===== config.mk =====
export PLATFORM = sky130hd
export DESIGN_NAME = spi_cmd_arbiter
export DESIGN_NICKNAME = d
export VERILOG_FILES = /design/src/rtl/spi_cmd_arbiter.sv
export SDC_FILE = /design/constraint.sdc
export NUM_CORES = 1
export LEC_CHECK = 0
export BUFFER_PORTS_ARGS = -buffer_cell sky130_fd_sc_hd__clkbuf_2
export CAP_MARGIN = 10
export CORE_ASPECT_RATIO = 1.25
export CORE_UTILIZATION = 62
export CTS_BUF_LIST = sky130_fd_sc_hd__clkbuf_4
export DETAILED_ROUTE_END_ITERATION = 7
export PLACE_DENSITY = 0.93
export SYNTH_ARGS = -nofsm -noshare
export SYNTH_HDL_FRONTEND = slang
export SYNTH_SLANG_ARGS = --single-unit

===== constraint.sdc =====
create_clock -name clock -period 4.7 [get_ports clock]
set_clock_uncertainty 0.15 [all_clocks]
set_input_delay 0.235 -clock clock [delete_from_list [all_inputs] [get_ports clock]]
set_output_delay 0.235 -clock clock [all_outputs]
set_load 0.05 [all_outputs]

===== src/rtl/spi_cmd_arbiter.sv =====
// Arbitrates SPI write-FIFO access between software command frames and
// auto-readout filler bursts triggered by the chip's data-ready interrupt.
module spi_cmd_arbiter #(
    parameter logic [7:0] IDLE_BYTE     = 8'hBC,
    parameter int         MAX_SW_FRAMES = 4,
    parameter int         TIMEOUT       = 65535
) (
    input  logic        clock,
    input  logic        reset_n,
    input  logic [7:0]  sw_data,
    input  logic        sw_valid,
    input  logic        sw_last,
    output logic        sw_ready,
    input  logic        auto_en,
    input  logic [7:0]  auto_len,
    input  logic        interruptB,
    input  logic        spi_csb,
    output logic [7:0]  fifo_data,
    output logic        fifo_wr_en,
    input  logic        fifo_full,
    output logic [1:0]  grant,
    output logic [15:0] burst_cnt,
    output logic        timeout_err,
    input  logic        err_clr
);

    localparam int FCW = $clog2(MAX_SW_FRAMES + 2);
    localparam int TW  = (TIMEOUT > 1) ? $clog2(TIMEOUT + 1) : 1;

    typedef enum logic [1:0] {
        S_IDLE,
        S_SW_XFER,
        S_AUTO_XFER,
        S_WAIT_DONE
    } state_t;

    state_t          state_q, state_d;
    logic            irq_s1_q, irq_s2_q;
    logic            csb_s1_q, csb_s2_q;
    logic [FCW-1:0]  frame_cnt_q, frame_cnt_d;
    logic [7:0]      byte_cnt_q, byte_cnt_d;
    logic [TW-1:0]   wait_cnt_q, wait_cnt_d;
    logic            seen_low_q, seen_low_d;
    logic            is_burst_q, is_burst_d;
    logic [15:0]     burst_cnt_q, burst_cnt_d;
    logic            timeout_err_q, timeout_err_d;

    logic            auto_req;
    logic            sw_accept;

    // Both asynchronous inputs pass through two flops; csb idles high.
    always_ff @(posedge clock or negedge reset_n) begin
        if (!reset_n) begin
            irq_s1_q <= 1'b0;
            irq_s2_q <= 1'b0;
            csb_s1_q <= 1'b1;
            csb_s2_q <= 1'b1;
        end else begin
            irq_s1_q <= interruptB;
            irq_s2_q <= irq_s1_q;
            csb_s1_q <= spi_csb;
            csb_s2_q <= csb_s1_q;
        end
    end

    assign auto_req  = auto_en & ~irq_s2_q;
    assign sw_accept = sw_valid & ~fifo_full;

    always_ff @(posedge clock or negedge reset_n) begin
        if (!reset_n) begin
            state_q       <= S_IDLE;
            frame_cnt_q   <= '0;
            byte_cnt_q    <= '0;
            wait_cnt_q    <= '0;
            seen_low_q    <= 1'b0;
            is_burst_q    <= 1'b0;
            burst_cnt_q   <= '0;
            timeout_err_q <= 1'b0;
        end else begin
            state_q       <= state_d;
            frame_cnt_q   <= frame_cnt_d;
            byte_cnt_q    <= byte_cnt_d;
            wait_cnt_q    <= wait_cnt_d;
            seen_low_q    <= seen_low_d;
            is_burst_q    <= is_burst_d;
            burst_cnt_q   <= burst_cnt_d;
            timeout_err_q <= timeout_err_d;
        end
    end

    always_comb begin
        state_d       = state_q;
        frame_cnt_d   = frame_cnt_q;
        byte_cnt_d    = byte_cnt_q;
        wait_cnt_d    = '0;
        seen_low_d    = seen_low_q;
        is_burst_d    = is_burst_q;
        burst_cnt_d   = burst_cnt_q;
        timeout_err_d = timeout_err_q & ~err_clr;
        sw_ready      = 1'b0;
        fifo_wr_en    = 1'b0;
        fifo_data     = 8'h00;
        grant         = 2'b00;

        case (state_q)
            S_IDLE: begin
                seen_low_d = 1'b0;
                // Software keeps priority until it has used its quota of
                // back-to-back frames against a waiting auto request.
                if (auto_req && (!sw_valid || frame_cnt_q >= FCW'(MAX_SW_FRAMES))) begin
                    state_d    = S_AUTO_XFER;
                    is_burst_d = 1'b1;
                    byte_cnt_d = (auto_len == 8'd0) ? 8'd1 : auto_len;
                end else if (sw_valid) begin
                    state_d    = S_SW_XFER;
                    is_burst_d = 1'b0;
                end
            end

            S_SW_XFER: begin
                grant      = 2'b01;
                sw_ready   = ~fifo_full;
                fifo_wr_en = sw_accept;
                fifo_data  = sw_data;
                if (sw_accept && sw_last) begin
                    state_d = S_WAIT_DONE;
                    if (!auto_req)
                        frame_cnt_d = '0;
                    else if (frame_cnt_q < FCW'(MAX_SW_FRAMES))
                        frame_cnt_d = frame_cnt_q + FCW'(1);
                end
            end

            S_AUTO_XFER: begin
                grant      = 2'b10;
                fifo_wr_en = ~fifo_full;
                fifo_data  = IDLE_BYTE;
                if (!fifo_full) begin
                    byte_cnt_d = byte_cnt_q - 8'd1;
                    if (byte_cnt_q == 8'd1) begin
                        state_d     = S_WAIT_DONE;
                        frame_cnt_d = '0;
                    end
                end
            end

            S_WAIT_DONE: begin
                grant      = is_burst_q ? 2'b10 : 2'b01;
                wait_cnt_d = wait_cnt_q + TW'(1);
                if (!csb_s2_q)
                    seen_low_d = 1'b1;
                if (seen_low_q && csb_s2_q) begin
                    state_d = S_IDLE;
                    if (is_burst_q)
                        burst_cnt_d = burst_cnt_q + 16'd1;
                end else if (wait_cnt_q == TW'(TIMEOUT - 1)) begin
                    // Setting the flag overrides a coincident err_clr.
                    state_d       = S_IDLE;
                    timeout_err_d = 1'b1;
                    if (is_burst_q)
                        burst_cnt_d = burst_cnt_q + 16'd1;
                end
            end

            default: state_d = S_IDLE;
        endcase
    end

    assign burst_cnt   = burst_cnt_q;
    assign timeout_err = timeout_err_q;

endmodule

==> impl_metrics.env <==
export IMPL_syn_to_final_growth_pct=17.84
export IMPL_grt_use_total_pct=27.37
export IMPL_rsz0062_at_grt="false"
export IMPL_antenna_found_initial=0
export IMPL_finalSetupViolCount=0
export IMPL_seq_area_frac_synth_pct=46.23
export IMPL_hp_class="in2reg"
export IMPL_worstHoldStart="sw_valid"
export IMPL_hold_buffers=10
export IMPL_ff2ff_setup_slack_ps=2040
export IMPL_cts_setup_buffers=0
export IMPL_synth_cell_types=42
export IMPL_final_area_sq_mm=0.003323
export IMPL_clk_latency_ps=380
export IMPL_numClockSinks=52
export IMPL_async_reset_ff_share_pct=100.0
export IMPL_ios=54
export IMPL_ys_ff_latch=52
export IMPL_numPortBuffers=53
export IMPL_cp_start_kind="register"
export IMPL_cp_max_fo=20
export IMPL_cts_buffers=5
export IMPL_diodes=0
export IMPL_die_h_um=77.41
export IMPL_ant_nets=0
export IMPL_wl_per_cell_um=14.83
export IMPL_drt_iter0_drc=89
export IMPL_wirelength_um=6110
export IMPL_min_to="is_burst_q$_DFFE_PN0P_"
export IMPL_grt_max_degree=53
export IMPL_syn_inst=288
export IMPL_die_w_um=62.33
export IMPL_endpoint_kind="register"
export IMPL_relSlewSlack_pct=36.64
export IMPL_core_sq_mm=0.004392
export IMPL_dr_pass1_iters=4
export IMPL_htree_levels=2
export IMPL_finalSetupTns_ps=0
export IMPL_arrival_ps=2800
export IMPL_clock_path_buffers=2
export IMPL_r2r_end="byte_cnt_q[5]$_DFFE_PN0P_"
export IMPL_finalCriticalPeriod_ps=2663
export IMPL_rr_startpoint="state_q[0]$_DFFE_PN0P_"
export IMPL_via_count=2322
export IMPL_die_area_sq_mm=0.004824
export IMPL_power_density_mw_per_mm2=492.5
export IMPL_grt_pass1_vias=2298
export IMPL_p_leak_uw=0.001613
export IMPL_fmax_mhz=375.6
export IMPL_postSynthAreaPerCell_sq_um=9.792
export IMPL_cts_root_buf="clkbuf_4"
export IMPL_cap_viol_max_count=0
export IMPL_nNetsFinal=389
export IMPL_clk_pin_slew_ps=150
export IMPL_initial_core_util_pct=64.22
export IMPL_drv_slew=0
export IMPL_drive_gt1_share_pct=19.49
export IMPL_vias_per_cell=5.636
export IMPL_placed_cell_area_sq_mm=0.003143
export IMPL_syn_nets=324
export IMPL_fin_crit_sh_pct=56.65
export IMPL_holdPathStages=3
export IMPL_grt_pass1_wl_um=10330
export IMPL_synth_edf_count=0
export IMPL_synth_warnings=0
export IMPL_fp_row_count=27
export IMPL_netlist_area_sq_mm=0.002820
export IMPL_gp_congestion=0.8813
export IMPL_status="finished clean"
export IMPL_synth_main_ff_cell="dfrtp_1"
export IMPL_place_hpwl_um=4285
export IMPL_cts_tree="yes"
export IMPL_hold_viol=0
export IMPL_ir_worst_vdd_v=0.0004628
export IMPL_cts_resized=0
export IMPL_worstPathRequired_ps=4840
export IMPL_reg2reg_depth=7
export IMPL_tightestPinTransition_ps=941.7
export IMPL_path_class="reg2reg"
export IMPL_drc=0
export IMPL_gr_total_overflow=0
[cell families after synthesis]
| family | Yosys count | synth area share [%] |
|---|---|---|
| AND/OR/NAND/NOR | 122 | 24.00 |
| flip-flops | 52 | 46.23 |
| buffers and inverters | 18 | 2.396 |
| AO/OA/AOI/OAI | 50 | 11.14 |
| adder cells (fa/ha/maj) | 11 | 4.880 |
| XOR/XNOR | 27 | 8.385 |
| multiplexers | 8 | 2.972 |
[flip-flops by register name (all words and copies together) (netlist names), 2 cells and up]
| signal | count |
|---|---|
| burst_cnt | 16 |
| byte_cnt_q | 8 |
| frame_cnt_q | 3 |
| state_q | 2 |
| wait_cnt_q | 16 |
[per-layer routing]
metal	vias up	track usage, %	wire length, um
li1	1148	-	-
met1	1105	32.19	2550
met2	62	49.01	3257
met3	7	5.000	191
met4	0	11.16	111
met5	-	0	0
[cell type report]
class / instances / area (sq um)
fillers: 295 / 1069
well taps: 58 / 72.57
repair buffers: 64 / 372.9
clock buffers: 5 / 37.54
multi-input cells: 218 / 1449
inverters: 12 / 45.04
flip-flops and latches: 52 / 1304
clock inverters: 3 / 42.54
[Yosys cell counts, drive strengths merged, types with 3 or more instances]
library cell / instances / area (sq um)
nor2b: 10 / 62.56
ha: 11 / 137.6
nor3: 11 / 55.05
dfrtp: 50 / 1251
a221o: 3 / 30.03
xor2: 14 / 122.6
nor3b: 5 / 37.54
a21boi: 3 / 26.27
and2: 14 / 87.58
mux2i: 5 / 50.05
a21oi: 16 / 80.08
mux2: 3 / 33.78
clkbuf: 5 / 18.77
nor2: 16 / 60.06
or3: 3 / 18.77
xnor2: 13 / 113.9
nand4: 8 / 50.05
inv: 12 / 45.04
a22o: 3 / 26.28
nand3: 11 / 55.05
nor4: 6 / 52.55
o21ai: 14 / 70.06
nand2b: 5 / 31.28
nand2: 23 / 86.33
[through the flow]
stage	utilization [%]	hold WS (ps)	worst slack, ps	power [uW]	cells
5_1_grt	75.67	25.53	1776	1740	412
6_report	75.67	23.83	2037	1637	412
3_5_place_dp	71.57	173.9	2091	1371	394
4_1_cts	75.67	12.53	2064	1637	412
2_1_floorplan	-	-210.6	1846	1192	288
3_3_place_gp	71.57	177.1	2192	1347	394
[worst max path at each step]
stage / from / to / slack [ps] / cells after the start
after floorplan: state_q[0]$_DFFE_PN0P_ / fifo_wr_en / 1850 / 6
after detailed placement: state_q[0]$_DFFE_PN0P_ / byte_cnt_q[3]$_DFFE_PN0P_ / 2090 / 7
after global routing: state_q[0]$_DFFE_PN0P_ / byte_cnt_q[5]$_DFFE_PN0P_ / 1780 / 7
after CTS: state_q[0]$_DFFE_PN0P_ / byte_cnt_q[6]$_DFFE_PN0P_ / 2060 / 7
after global placement: state_q[0]$_DFFE_PN0P_ / byte_cnt_q[3]$_DFFE_PN0P_ / 2190 / 7
final: state_q[0]$_DFFE_PN0P_ / byte_cnt_q[5]$_DFFE_PN0P_ / 2040 / 7
[worst max-delay path, stage by stage (launching register included)]
cell and delay [ps]:
dfrtp_1 460, inv_1 160, ha_1 610, nor2_1 110, a21oi_1 290, nand2_1 320, a22o_1 330, a21o_1 140
[cells in the final DEF (no fill, tap or decap), types with 3 or more instances in the layout]
cell type,count
a21oi_1,16
a221o_1,3
a22o_1,3
and2_1,14
clkbuf_2,53
clkbuf_4,5
dfrtp_1,50
dlygate4sd3_1,10
ha_1,11
inv_1,12
mux2_2,3
mux2i_1,5
nand2_1,23
nand2b_1,5
nand3_1,11
nand4_1,8
nor2_1,16
nor2b_1,10
nor3_1,11
nor3b_1,5
nor4_1,5
o21ai_0,13
or3_1,3
xnor2_1,13
xor2_1,14
[report_power, final]
part / total [uW] / leakage, uW / internal (uW) / switching, uW
clock network: 257 / 0.0000412 / 111 / 146
logic: 791 / 0.000873 / 256 / 535
registers: 588 / 0.000699 / 512 / 76.4
total: 1640 / 0.00161 / 879 / 757
No activity file was read; power rests on OpenSTA's default activity.
